File: config.mk
export PLATFORM = sky130hd
export DESIGN_NAME = uart_cmd_sender
export DESIGN_NICKNAME = d
export VERILOG_FILES = /design/src/rtl/uart_cmd_pkg.sv /design/src/rtl/uart_echo_timer.sv /design/src/rtl/uart_cmd_sender.sv
export SDC_FILE = /design/constraint.sdc
export NUM_CORES = 1
export LEC_CHECK = 0
export ABC_AREA = 1
export CAP_MARGIN = 20
export CORE_ASPECT_RATIO = 0.9
export CORE_UTILIZATION = 53
export CTS_BUF_LIST = sky130_fd_sc_hd__clkbuf_16
export DETAILED_ROUTE_END_ITERATION = 12
export PLACE_DENSITY = 0.9
export RECOVER_POWER = 100
export REMOVE_ABC_BUFFERS = 1
export SETUP_SLACK_MARGIN = 0.4
export SLEW_MARGIN = 30
export SYNTH_ARGS = -nofsm -noshare
export SYNTH_HDL_FRONTEND = slang
export SYNTH_SLANG_ARGS = --single-unit
File: constraint.sdc
create_clock -name clk -period 4.75 [get_ports clk]
set_input_delay 0.475 -clock clk [delete_from_list [all_inputs] [get_ports clk]]
set_output_delay 0.475 -clock clk [all_outputs]
set_load 0.05 [all_outputs]
File: src/rtl/uart_cmd_pkg.sv
// Shared encodings for the threshold-tuning command link (host sender and remote controller).
package uart_cmd_pkg;

  localparam logic [7:0] MODE_BASE = 8'h41; // 'A'
  localparam logic [7:0] CMD_INC   = 8'h77; // 'w'
  localparam logic [7:0] CMD_DEC   = 8'h73; // 's'
  localparam int         NUM_MODES = 9;

  typedef enum logic [2:0] {
    ST_IDLE,
    ST_SEND_MODE,
    ST_WAIT_MODE,
    ST_SEND_DIR,
    ST_WAIT_DIR
  } cmd_state_e;

  function automatic logic mode_valid(input logic [3:0] m);
    return m < 4'(NUM_MODES);
  endfunction

  function automatic logic [7:0] mode_byte(input logic [3:0] m);
    return MODE_BASE + {4'h0, m};
  endfunction

endpackage

File: src/rtl/uart_echo_timer.sv
// Echo wait timer: cleared on demand, counts while enabled, saturates at ECHO_TIMEOUT.
module uart_echo_timer #(
  parameter int ECHO_TIMEOUT = 200000
) (
  input  logic clk_i,
  input  logic rst_ni,
  input  logic clr_i,
  input  logic en_i,
  output logic expired_o
);

  localparam int            TW    = $clog2(ECHO_TIMEOUT + 1);
  localparam logic [TW-1:0] LIMIT = TW'(ECHO_TIMEOUT);

  logic [TW-1:0] cnt_q;

  always_ff @(posedge clk_i or negedge rst_ni) begin
    if (!rst_ni)                      cnt_q <= '0;
    else if (clr_i)                   cnt_q <= '0;
    else if (en_i && cnt_q != LIMIT)  cnt_q <= cnt_q + 1'b1;
  end

  assign expired_o = (cnt_q == LIMIT);

endmodule

File: src/rtl/uart_cmd_sender.sv
// Turns a panel request into mode/adjust bytes for the threshold controller.
// UART_CMD_ECHO_CHECK_EN enables echo checking, timeouts and mode-byte retries.
module uart_cmd_sender
  import uart_cmd_pkg::*;
#(
  parameter int ECHO_TIMEOUT = 200000,
  parameter int MAX_RETRY    = 2
) (
  input  logic       clk,
  input  logic       rst_n,
  input  logic       req_valid,
  output logic       req_ready,
  input  logic [3:0] req_mode,
  input  logic       req_dir,
  input  logic       idle_ready_tx,
  output logic       start_tx,
  output logic [7:0] data_tx,
  input  logic       data_ready_rx,
  input  logic [7:0] data_rx,
  output logic       busy,
  output logic       done,
  output logic       err
);

  localparam int            RW        = (MAX_RETRY > 0) ? $clog2(MAX_RETRY + 1) : 1;
  localparam logic [RW-1:0] RETRY_LIM = RW'(MAX_RETRY);

  cmd_state_e    state_q;
  logic [7:0]    mode_byte_q, dir_byte_q, cache_q, data_tx_q;
  logic [RW-1:0] retry_q;
  logic          start_tx_q, done_q, err_q;

  logic [7:0] req_mb, req_db, want_byte;
  logic       tx_ok, in_wait, want_tx, want_mode;
  logic       mode_done, dir_done, expired_w, tmr_expired;

  assign req_mb  = mode_byte(req_mode);
  assign req_db  = req_dir ? CMD_INC : CMD_DEC;
  // The UART's idle flag lags a strobe by a cycle, so never fire back to back.
  assign tx_ok   = idle_ready_tx && !start_tx_q;
  assign in_wait = (state_q == ST_WAIT_MODE) || (state_q == ST_WAIT_DIR);

`ifdef UART_CMD_ECHO_CHECK_EN
  logic echo_hit;
  assign echo_hit  = data_ready_rx && (data_rx == data_tx_q);
  assign mode_done = echo_hit;
  assign dir_done  = echo_hit;
  assign expired_w = tmr_expired;
`else
  logic unused_rx;
  assign unused_rx = ^{data_ready_rx, data_rx, tmr_expired};
  assign mode_done = tx_ok;
  assign dir_done  = tx_ok;
  assign expired_w = 1'b0;
`endif

  uart_echo_timer #(.ECHO_TIMEOUT(ECHO_TIMEOUT)) u_timer (
    .clk_i     (clk),
    .rst_ni    (rst_n),
    .clr_i     (!in_wait || want_tx),
    .en_i      (in_wait),
    .expired_o (tmr_expired)
  );

  // Which byte (if any) the FSM wants on the wire this cycle; fired directly when the UART allows.
  always_comb begin
    want_tx   = 1'b0;
    want_mode = 1'b0;
    want_byte = dir_byte_q;
    unique case (state_q)
      ST_IDLE: if (req_valid && mode_valid(req_mode)) begin
        want_tx   = 1'b1;
        want_mode = (req_mb != cache_q);
        want_byte = want_mode ? req_mb : req_db;
      end
      ST_SEND_MODE: begin
        want_tx   = 1'b1;
        want_mode = 1'b1;
        want_byte = mode_byte_q;
      end
      ST_SEND_DIR: want_tx = 1'b1;
      ST_WAIT_MODE: begin
        if (mode_done) want_tx = 1'b1;
        else if (expired_w && retry_q < RETRY_LIM) begin
          want_tx   = 1'b1;
          want_mode = 1'b1;
          want_byte = mode_byte_q;
        end
      end
      default: ;
    endcase
  end

  always_ff @(posedge clk or negedge rst_n) begin
    if (!rst_n) begin
      state_q     <= ST_IDLE;
      mode_byte_q <= MODE_BASE;
      dir_byte_q  <= CMD_DEC;
      cache_q     <= MODE_BASE;
      retry_q     <= '0;
      start_tx_q  <= 1'b0;
      data_tx_q   <= '0;
      done_q      <= 1'b0;
      err_q       <= 1'b0;
    end else begin
      start_tx_q <= 1'b0;
      done_q     <= 1'b0;
      err_q      <= 1'b0;
      if (want_tx) begin
        if (tx_ok) begin
          start_tx_q <= 1'b1;
          data_tx_q  <= want_byte;
          state_q    <= want_mode ? ST_WAIT_MODE : ST_WAIT_DIR;
`ifndef UART_CMD_ECHO_CHECK_EN
          if (want_mode) cache_q <= want_byte;
`endif
        end else begin
          state_q <= want_mode ? ST_SEND_MODE : ST_SEND_DIR;
        end
      end
      unique case (state_q)
        ST_IDLE: if (req_valid) begin
          if (!mode_valid(req_mode)) err_q <= 1'b1;
          else begin
            mode_byte_q <= req_mb;
            dir_byte_q  <= req_db;
            retry_q     <= '0;
          end
        end
        ST_WAIT_MODE: begin
          if (mode_done) begin
`ifdef UART_CMD_ECHO_CHECK_EN
            cache_q <= mode_byte_q;
`endif
          end else if (expired_w) begin
            if (retry_q < RETRY_LIM) retry_q <= retry_q + 1'b1;
            else begin
              // Controller state unknown: force the mode byte out on the next request.
              err_q   <= 1'b1;
              cache_q <= 8'h00;
              state_q <= ST_IDLE;
            end
          end
        end
        ST_WAIT_DIR: begin
          if (dir_done) begin
            done_q  <= 1'b1;
            state_q <= ST_IDLE;
          end else if (expired_w) begin
            err_q   <= 1'b1;
            state_q <= ST_IDLE;
          end
        end
        default: ;
      endcase
    end
  end

  assign start_tx  = start_tx_q;
  assign data_tx   = data_tx_q;
  assign done      = done_q;
  assign err       = err_q;
  assign busy      = (state_q != ST_IDLE);
  assign req_ready = (state_q == ST_IDLE);

endmodule

# Yosys cells after proc, flatten, opt, wreduce, memory -nomap -nowiden
# Index checks and enable logic that the tools add are counted.
[classes]
n_addsub = 1
n_mul = 0
div = 0
n_lt_le_gt_ge = 1
n_eq_ne = 5
shift = 0
n_mux = 20
bitwise_logic = 0
reduce_logical = 9
[ops]
columns = ["cell", "count"]
rows = [
  ["$mux W3", 6],
  ["$mux W8", 2],
  ["$pmux W8 S2", 1],
  ["$add A7 B4 Y8 const A", 1],
  ["$mux W1", 8],
  ["$ne A8 B8 Y1", 1],
  ["$eq A3 B2 Y1 const B", 2],
  ["$reduce_and A3 Y1", 2],
  ["$lt A4 B4 Y1 const B", 1],
  ["$eq A3 B1 Y1 const B", 1],
  ["$eq A3 B3 Y1 const B", 1],
  ["$logic_not A3 Y1", 1],
  ["$pmux W1 S3", 1],
  ["$reduce_bool A3 Y1", 1],
  ["$logic_and A1 B1 Y1", 2],
  ["$mux W2", 1],
  ["$pmux W1 S2", 1],
  ["$reduce_and A2 Y1", 1],
  ["$reduce_or A2 Y1", 1],
  ["$logic_not A1 Y1", 1],
]
[totals]
regBits = 38
latchBits = 0
ramBits = 0
rom_bits = 0
inputBits = 18
out_inout_bits = 13
word_cells = 44
n_memories = 0

# Longest topological paths before layout
# Gate-level depths: netlist of run 1.
[logic_depth]
ltp_word = 9
ltp_mapped = 14
depth_no_buf = 14

# Worst setup path before layout of run 1
# Ideal clock, no wire load.
[synth_path]
path_type = "input port to flip-flop"
from = "input port req_mode[0]"
to = "register state_q[1]"
arrival_ns = 1.819
t_required_ns = 4.624
setup_slack_ns = 2.805
cell_stages = 14
path_buffers = 0
cell_sequence = "inv_1 ha_1 inv_1 nand2_1 nand2_1 nand2_1 nor2_1 nand3_4 nand2_4 nand2_4 inv_1 ha_1 nand2_1 o21ai_0"
[synth_via]
elab_chain_len = 9
word_cells_on_any_way = 14
cone_classes = "add/sub: 1; order compare: 1; eq/ne: 1; mux: 10; reduce/logical: 1"
[synth_lines]
columns = ["item", "line_no", "rtl"]
rows = [
  ["start, declared", "uart_cmd_sender.sv:13", "input logic [3:0] req_mode,"],
  ["$add A7 B4 Y8 (*)", "uart_cmd_pkg.sv:22", "return MODE_BASE + {4'h0, m};"],
  ["named net req_mb[1]", "uart_cmd_sender.sv:33", "logic [7:0] req_mb, req_db, want_byte;"],
  ["$ne A8 B8 Y1 (*)", "uart_cmd_sender.sv:73", "want_mode = (req_mb != cache_q);"],
  ["$mux W1 (*)", "uart_cmd_sender.sv:71", "ST_IDLE: if (req_valid && mode_valid(req_mode)) begin"],
  ["$pmux W1 S2 (*)", "uart_cmd_sender.sv:70", "unique case (state_q)"],
  ["$mux W2 / $mux W3 (equally long branches)", "uart_cmd_sender.sv:118, uart_cmd_sender.sv:113", ""],
  ["$mux W3 (*)", "uart_cmd_sender.sv:110", "if (tx_ok) begin"],
  ["$mux W3 (*)", "uart_cmd_sender.sv:109", "if (want_tx) begin"],
  ["$mux W3", "uart_cmd_sender.sv:146", "if (dir_done) begin"],
  ["$mux W3 (*)", "--", ""],
  ["end signal, assigned", "uart_cmd_sender.sv:113", "state_q <= want_mode ? ST_WAIT_MODE : ST_WAIT_DIR;"],
  ["end signal, assigned", "uart_cmd_sender.sv:118", "state_q <= want_mode ? ST_SEND_MODE : ST_SEND_DIR;"],
  ["end, declared", "uart_cmd_sender.sv:28", "cmd_state_e state_q;"],
]
# Mark *: on every way through the listed nets, which the timed path passes. The rest lies on a longest branch.
# A chain may end at the register's enable or synchronous reset.

# Worst setup path in the final report of run 1
[layout_path]
from = "input port req_mode[0]"
to = "register data_tx_q[0] (netlist: data_tx[0])"
[layout_via]
elab_chain_len = 5
word_cells_on_any_way = 10
cone_classes = "add/sub: 1; order compare: 1; eq/ne: 1; mux: 5; reduce/logical: 2"
[layout_lines]
columns = ["item", "line_no", "rtl"]
rows = [
  ["$add A7 B4 Y8 (*)", "uart_cmd_pkg.sv:22", ""],
  ["named net req_mb[0]", "uart_cmd_sender.sv:33", ""],
  ["$ne A8 B8 Y1", "uart_cmd_sender.sv:73", ""],
  ["$mux W8 (*)", "uart_cmd_sender.sv:74", "want_byte = want_mode ? req_mb : req_db;"],
  ["$mux W8 (*)", "uart_cmd_sender.sv:71", ""],
  ["$pmux W8 S2 (*)", "uart_cmd_sender.sv:70", ""],
  ["end signal, assigned", "uart_cmd_sender.sv:112", "data_tx_q <= want_byte;"],
  ["end, declared", "uart_cmd_sender.sv:29", "logic [7:0] mode_byte_q, dir_byte_q, cache_q, data_tx_q;"],
]
# Marked as above.

==> results.sh, run 1 <==
export IMPL_crit_top_cell="nor2_1"
export IMPL_antenna_left=0
export IMPL_synth_seq_cells=25
export IMPL_path_buf_inv=3
export IMPL_hp_class="reg -> reg"
export IMPL_cap_violations=0
export IMPL_dp_hpwl_mm=2.16
export IMPL_setup_viol=0
export IMPL_finalHoldViolations=0
export IMPL_worst_pin_slew_ps=1360
export IMPL_leakage_nw=0.787
export IMPL_wirelength_mm=3.01
export IMPL_clkSinkCount=25
export IMPL_slowest_stage="nor2_1"
export IMPL_synth_edf_count=0
export IMPL_synth_distinct_cells=31
export IMPL_cp_data_required_time_ps=4890
export IMPL_cts_hold_fix_buffers=0
export IMPL_cts_max_level=1
export IMPL_die_area_sq_mm=0.00282
export IMPL_grt_use_total_pct=23.5
export IMPL_fin_util_pct=65.3
export IMPL_cts_buffer_depth=2
export IMPL_cp_end_kind="register"
export IMPL_first_pass_iters=4
export IMPL_wl_per_cell_um=14.3
export IMPL_cts_tree="done"
export IMPL_area_growth_syn_to_layout_pct=16.2
export IMPL_overflow=0
export IMPL_vias=1135
export IMPL_final_max_slew_viol_count=0
export IMPL_layout_min_cycle_time_ps=3450
export IMPL_crit_family="simple AND/OR/NAND/NOR gates"
export IMPL_postCtsSetupRepairBufs=0
export IMPL_synthFlopType="dfrtp_1"
export IMPL_diodes=0
export IMPL_pwr_density_cell_mw_per_mm2=598
export IMPL_path_max_fanout=10
export IMPL_fillerInstances=199
export IMPL_holdWs_ps=468
export IMPL_cts_inserted_buffers=3
export IMPL_postSynthCellCount=161
export IMPL_critPathMaxStageDelay_ps=700
export IMPL_path_class="in -> reg"
export IMPL_p_sw_mw=0.415
export IMPL_drt_initial_drc_count=31
export IMPL_drive_gt1_share_pct=12.6
export IMPL_p_clk_share_pct=19.1
export IMPL_grt_pass1_wl_mm=4.98
export IMPL_row_count=17
export IMPL_timing_fmax_mhz=290
export IMPL_crit_chain="dlygate4sd3_1, inv_1, ha_1, a21oi_1, nor2_4, nand2_1, nand3_4, nand2_1, nor2_1, clkinvlp_2, nor2_1, nor2_1"
export IMPL_ys_warn_count=0
export IMPL_io_buffers=20
export IMPL_nets=205
export IMPL_fin_total_pwr_mw=0.964
export IMPL_startpoint_type="primary input"
export IMPL_synth_top_cells_by_area="dfrtp_1 42%, nand2_1 8.9%, inv_1 6.5%, nor2_1 4.9%, dfstp_2 3.8%"
export IMPL_fp_dieH_um=50.5
export IMPL_p_int_mw=0.549
export IMPL_ios=31
export IMPL_antenna_found_initial=0
export IMPL_syn_avg_cell_area_sq_um=8.61
export IMPL_drc=0
export IMPL_yosysSeqAreaShare_pct=45.3
export IMPL_ctsResizeCount=0
export IMPL_post_route_period_util_pct=72.6
export IMPL_synthesis_area_sq_mm=0.00139
export IMPL_start_util_pct=56.2
export IMPL_tns_ps=0
export IMPL_die_width_um=55.9
export IMPL_cp_arrival_ps=3590
export IMPL_async_reset_ff_share_pct=100
export IMPL_rsz0062_at_grt="no"
export IMPL_layout_commonest_cell="nand2_1"
export IMPL_core_area_sq_mm=0.00247
export IMPL_seqPwrFrac_pct=37.3
export IMPL_final_cell_mix="37 x nand2_1, 25 x inv_1, 23 x dfrtp_1"
export IMPL_synth_area_leader_cell="dfrtp_1"
export IMPL_path_clk_slew_ps=60
export IMPL_via_per_inst=5.38
export IMPL_switching_share_pct=43.1
export IMPL_status="complete, no violations"
export IMPL_root_buffer="clkbuf_16"
export IMPL_ir_drop_mv=0.437
export IMPL_grt_max_degree=26
export IMPL_combPwrFrac_pct=43.7
export IMPL_clk_latency_ps=260
export IMPL_synth_top_area_share_pct=41.5
export IMPL_place_congestion=0.829
export IMPL_grt_pass1_vias=1083
export IMPL_fin_skew_ps=4.00
export IMPL_timing_slew_headroom_pct=9.19
[cell families after synthesis]
family	Yosys count	share of synthesized area [%]
and+or+nand+nor	83	33.8
buffers and inverters	31	9.75
DFF	25	45.3
AOI/OAI and AO/OA	18	8.12
adders and majority gates	3	2.71
other	1	0.270
[sequential cells by signal (all words and copies together) (netlist names)]
register	cells
cache_q	6
mode_byte_q	5
state_q	3
err	1
data_tx	7
start_tx	1
done	1
dir_byte_q	1
[worst register-to-register path: stages, from the launching register on]
cell	delay, ps
dfrtp_1	400
inv_1	90
nand2_2	90
nor2_4	110
nand2_1	250
nand3_4	130
nand2_1	90
nor2_1	700
clkinvlp_2	470
nor2_1	280
nor2_1	60
[cell type report]
type	instances	area, sq um	share of cell area (%)
clock buffers	3	75.1	4.66
clock inverters	1	3.75	0.233
inverters	29	111	6.91
multi-input cells	105	564	35.0
flip-flops and latches	25	628	39.0
well taps	28	35.0	2.17
repair buffers	20	194	12.0
[cell usage after synthesis, types with 2 or more instances]
cell type  number
a21oi_1         5
nand3_1         6
a21oi_2         2
nor2_2          5
a22oi_1         2
dfrtp_1        23
or2_1           2
dfstp_2         2
o21ai_0         4
inv_1          24
nand2_2         3
nor2_4          3
ha_1            3
nand2_4         4
nand4_1         4
inv_2           3
nand2_1        33
nor2_1         18
o21ai_1         2
nand3_4         2
[routing by layer]
layer	routed length [um]	up-vias	share of wire, %	global-route usage, %
li1	-	540	-	-
met1	1220	542	40	28.1
met2	1540	42	51	41.4
met3	162	11	5.4	4.12
met4	93	0	3.1	11.8
met5	0	-	0	0
[power groups by stage]
| stage | clock network (mW) | logic (mW) | registers [mW] |
|---|---|---|---|
| 2_1_floorplan | 0 | 0.236 | 0.449 |
| 3_3_place_gp | 0 | 0.439 | 0.354 |
| 3_5_place_dp | 0 | 0.454 | 0.359 |
| 4_1_cts | 0.185 | 0.462 | 0.359 |
| 5_1_grt | 0.192 | 0.459 | 0.367 |
| 6_report | 0.184 | 0.421 | 0.359 |
[worst paths after layout]
| kind | from | to | slack [ps] | cells after the start |
|---|---|---|---|---|
| worst max-delay path | req_mode[0] | data_tx[0] | 1300 | 12 |
| worst min-delay path | data_tx[6] | data_tx[6] | 470 | 1 |
| worst max register to register | state_q[1] | data_tx[0] | 1950 | 10 |
| worst min register to register | data_tx[6] | data_tx[6] | 470 | 1 |
| max in group asynchronous | rst_n | data_tx[0] | 3430 | 1 |
| min in group asynchronous | rst_n | err | 510 | 1 |
[metrics by stage]
stage | setup slack, ps | cells | cell area (sq um)
floorplan | 2800 | 159 | 1370
global placement | 2030 | 207 | 1600
detailed placement | 1900 | 207 | 1600
CTS | 2160 | 211 | 1680
global route | 1040 | 211 | 1610
finish | 1300 | 211 | 1610
(Power assumes the default switching activity.)
==> inputs of run 2 (changes only) <==
CORE_UTILIZATION = 49   (was 53)
PLACE_DENSITY = 0.85   (was 0.9)
clock period = 3.2 ns   (was 4.75 ns; I/O delays follow)
==> run 2 against run 1 <==
Compared with the run above: the run now ends with DRC left; first-iteration DRC count down 9.7%; non-clock buffer count is the same; wire length shrank 8.9%; worst hold slack worse by 120 ps; utilization shrank 2.2 points; clock skew down 1.2 ps; via count decreased by 4.0%; worst setup slack lost 730 ps; die area rose by 7.8%; final cell count rose by 4.7%; clock-buffer cell count stayed put; register-to-register slack lost 760 ps; critical path type unchanged; critical endpoint is now state_q[1]; largest cell class unchanged; highest routed layer unchanged.
==> results.sh, run 2 (same netlist as run 1, synthesis figures left out) <==
export IMPL_path_class="in -> reg"
export IMPL_grt_pass1_wl_mm=4.65
export IMPL_grt_max_degree=26
export IMPL_layout_commonest_cell="nand2_1"
export IMPL_fin_cells=221
export IMPL_worst_pin_slew_ps=1340
export IMPL_postCtsSetupRepairBufs=0
export IMPL_die_width_um=58.1
export IMPL_io_buffers=20
export IMPL_cts_tree="done"
export IMPL_cap_violations=0
export IMPL_cts_hold_fix_buffers=0
export IMPL_final_max_slew_viol_count=0
export IMPL_p_clk_share_pct=20.0
export IMPL_ff2ff_path_depth=11
export IMPL_status="complete, but fails checks"
export IMPL_row_count=17
export IMPL_slowest_stage="dlygate4sd3_1"
export IMPL_die_area_sq_mm=0.00305
export IMPL_dp_hpwl_mm=2.06
export IMPL_clkSinkCount=25
export IMPL_p_sw_mw=0.600
export IMPL_grt_use_total_pct=20.6
export IMPL_ctsResizeCount=0
export IMPL_p_int_mw=0.814
export IMPL_placed_cells=217
export IMPL_crit_chain="dlygate4sd3_1, inv_1, ha_1, inv_1, nand2_1, nand2_1, nand2_1, nor2_1, nand3_1, nand2_4, nand2_1, inv_1, ha_1, nand2_1, o21ai_0"
export IMPL_wl_per_cell_um=12.4
export IMPL_nets=205
export IMPL_reg2reg_setup_slack_ps=1190
export IMPL_timing_slew_headroom_pct=10.6
export IMPL_via_per_inst=4.93
export IMPL_vias=1090
export IMPL_drt_initial_drc_count=28
export IMPL_cts_buffer_depth=2
export IMPL_grt_pass1_vias=1039
export IMPL_layout_min_cycle_time_ps=2630
export IMPL_hp_class="in -> async"
export IMPL_cp_arrival_ps=2760
export IMPL_cp_end_kind="register"
export IMPL_start_util_pct=53.9
export IMPL_critPathMaxStageDelay_ps=700
export IMPL_root_buffer="clkbuf_16"
export IMPL_ios=31
export IMPL_drive_gt1_share_pct=13.7
export IMPL_setup_ws_ps=574
export IMPL_largest_reg_flops=7
export IMPL_reg2reg_from="cache_q[0]"
export IMPL_cts_max_level=1
export IMPL_drc=1
export IMPL_core_area_sq_mm=0.00257
export IMPL_clk_latency_ps=260
export IMPL_antenna_left=0
export IMPL_place_congestion=0.903
export IMPL_path_clk_slew_ps=60
export IMPL_fin_util_pct=63.1
export IMPL_crit_top_cell="nand2_1"
export IMPL_first_pass_iters=9
export IMPL_startpoint_type="primary input"
export IMPL_timing_fmax_mhz=381
export IMPL_pwr_density_cell_mw_per_mm2=871
export IMPL_fp_dieH_um=52.5
export IMPL_pre_cts_ws_ps=483
export IMPL_antenna_found_initial=0
export IMPL_path_max_fanout=7
export IMPL_overflow=0
export IMPL_violations="DRC"
export IMPL_final_cell_mix="36 x nand2_1, 24 x inv_1, 23 x dfrtp_1"
export IMPL_setup_viol=0
export IMPL_wirelength_mm=2.74
export IMPL_tns_ps=0
export IMPL_cp_data_required_time_ps=3330
export IMPL_combPwrFrac_pct=42.7
export IMPL_leakage_nw=0.812
export IMPL_post_route_period_util_pct=82.1
export IMPL_fin_skew_ps=2.75
export IMPL_finalHoldViolations=0
export IMPL_cts_inserted_buffers=3
export IMPL_seqPwrFrac_pct=37.2
export IMPL_ir_drop_mv=0.782
export IMPL_switching_share_pct=42.4
export IMPL_rsz0062_at_grt="no"
export IMPL_area_growth_syn_to_layout_pct=17.1
export IMPL_diodes=0
export IMPL_reg2reg_to="state_q[1]"
-- run 2: cell count changes in the layout (fill, tap and decap cells not counted) --
cell        delta
o21ai_0        +1
nor2_2         +1
inv_6          +1
clkinvlp_2     -1
clkinvlp_4     +1
o21ai_1        -1
nor2_1         -2
inv_1          -1
nand2_8        -1
nor2_8         +1
nand2_1        -1
nand2_4        +2
nand3_1        +2
nand3_4        -2
-- run 2: layout make-up --
type	count	area (sq um)
sequential	25	628
clock buffer	3	75.1
timing repair buffer	20	194
clock inverter	1	7.51
fill	229	950
inverter	29	115
tap	38	47.5
multi-input combinational	105	557
-- run 2: metrics by stage --
step | instance area (sq um) | power (mW) | hold WS (ps)
global route | 1620 | 1.50 | 479
CTS | 1690 | 1.49 | 63.2
finish | 1620 | 1.41 | 344
floorplan | 1370 | 1.02 | 24.4
global placement | 1620 | 1.18 | 448
detailed placement | 1610 | 1.21 | 338
-- run 2: power by group through the flow --
stage          registers, mW  logic (mW)  clock network (mW)
6_report               0.526       0.604               0.283
5_1_grt                0.542       0.663               0.295
4_1_cts                0.530       0.676               0.285
3_5_place_dp           0.534       0.671                   0
3_3_place_gp           0.526       0.652                   0
2_1_floorplan          0.666       0.350                   0
-- run 2: critical path, delay by kind of cell --
family / cells / cell delay, ps
AO/OA/AOI/OAI: 1 / 90
adder cells (fa/ha/maj): 2 / 560
buffers and inverters: 4 / 930
AND/OR/NAND/NOR: 8 / 860
-- run 2: worst max-delay path by stage --
stage | depth (start not counted) | to | slack [ps] | startpoint
6_report | 15 | state_q[1] | 570 | req_mode[0]
2_1_floorplan | 11 | state_q[1] | 1380 | state_q[2]
4_1_cts | 15 | state_q[1] | 750 | req_mode[0]
3_5_place_dp | 15 | state_q[1] | 480 | req_mode[0]
5_1_grt | 15 | state_q[1] | 420 | req_mode[0]
3_3_place_gp | 15 | state_q[1] | 600 | req_mode[0]
-- run 2: metal layers --
metal	up-vias	wire, um	GRT usage, %
met5	-	0	0
met4	0	25	3.57
met3	4	123	5.93
met2	26	1350	33.7
met1	517	1250	27.6
li1	543	-	-
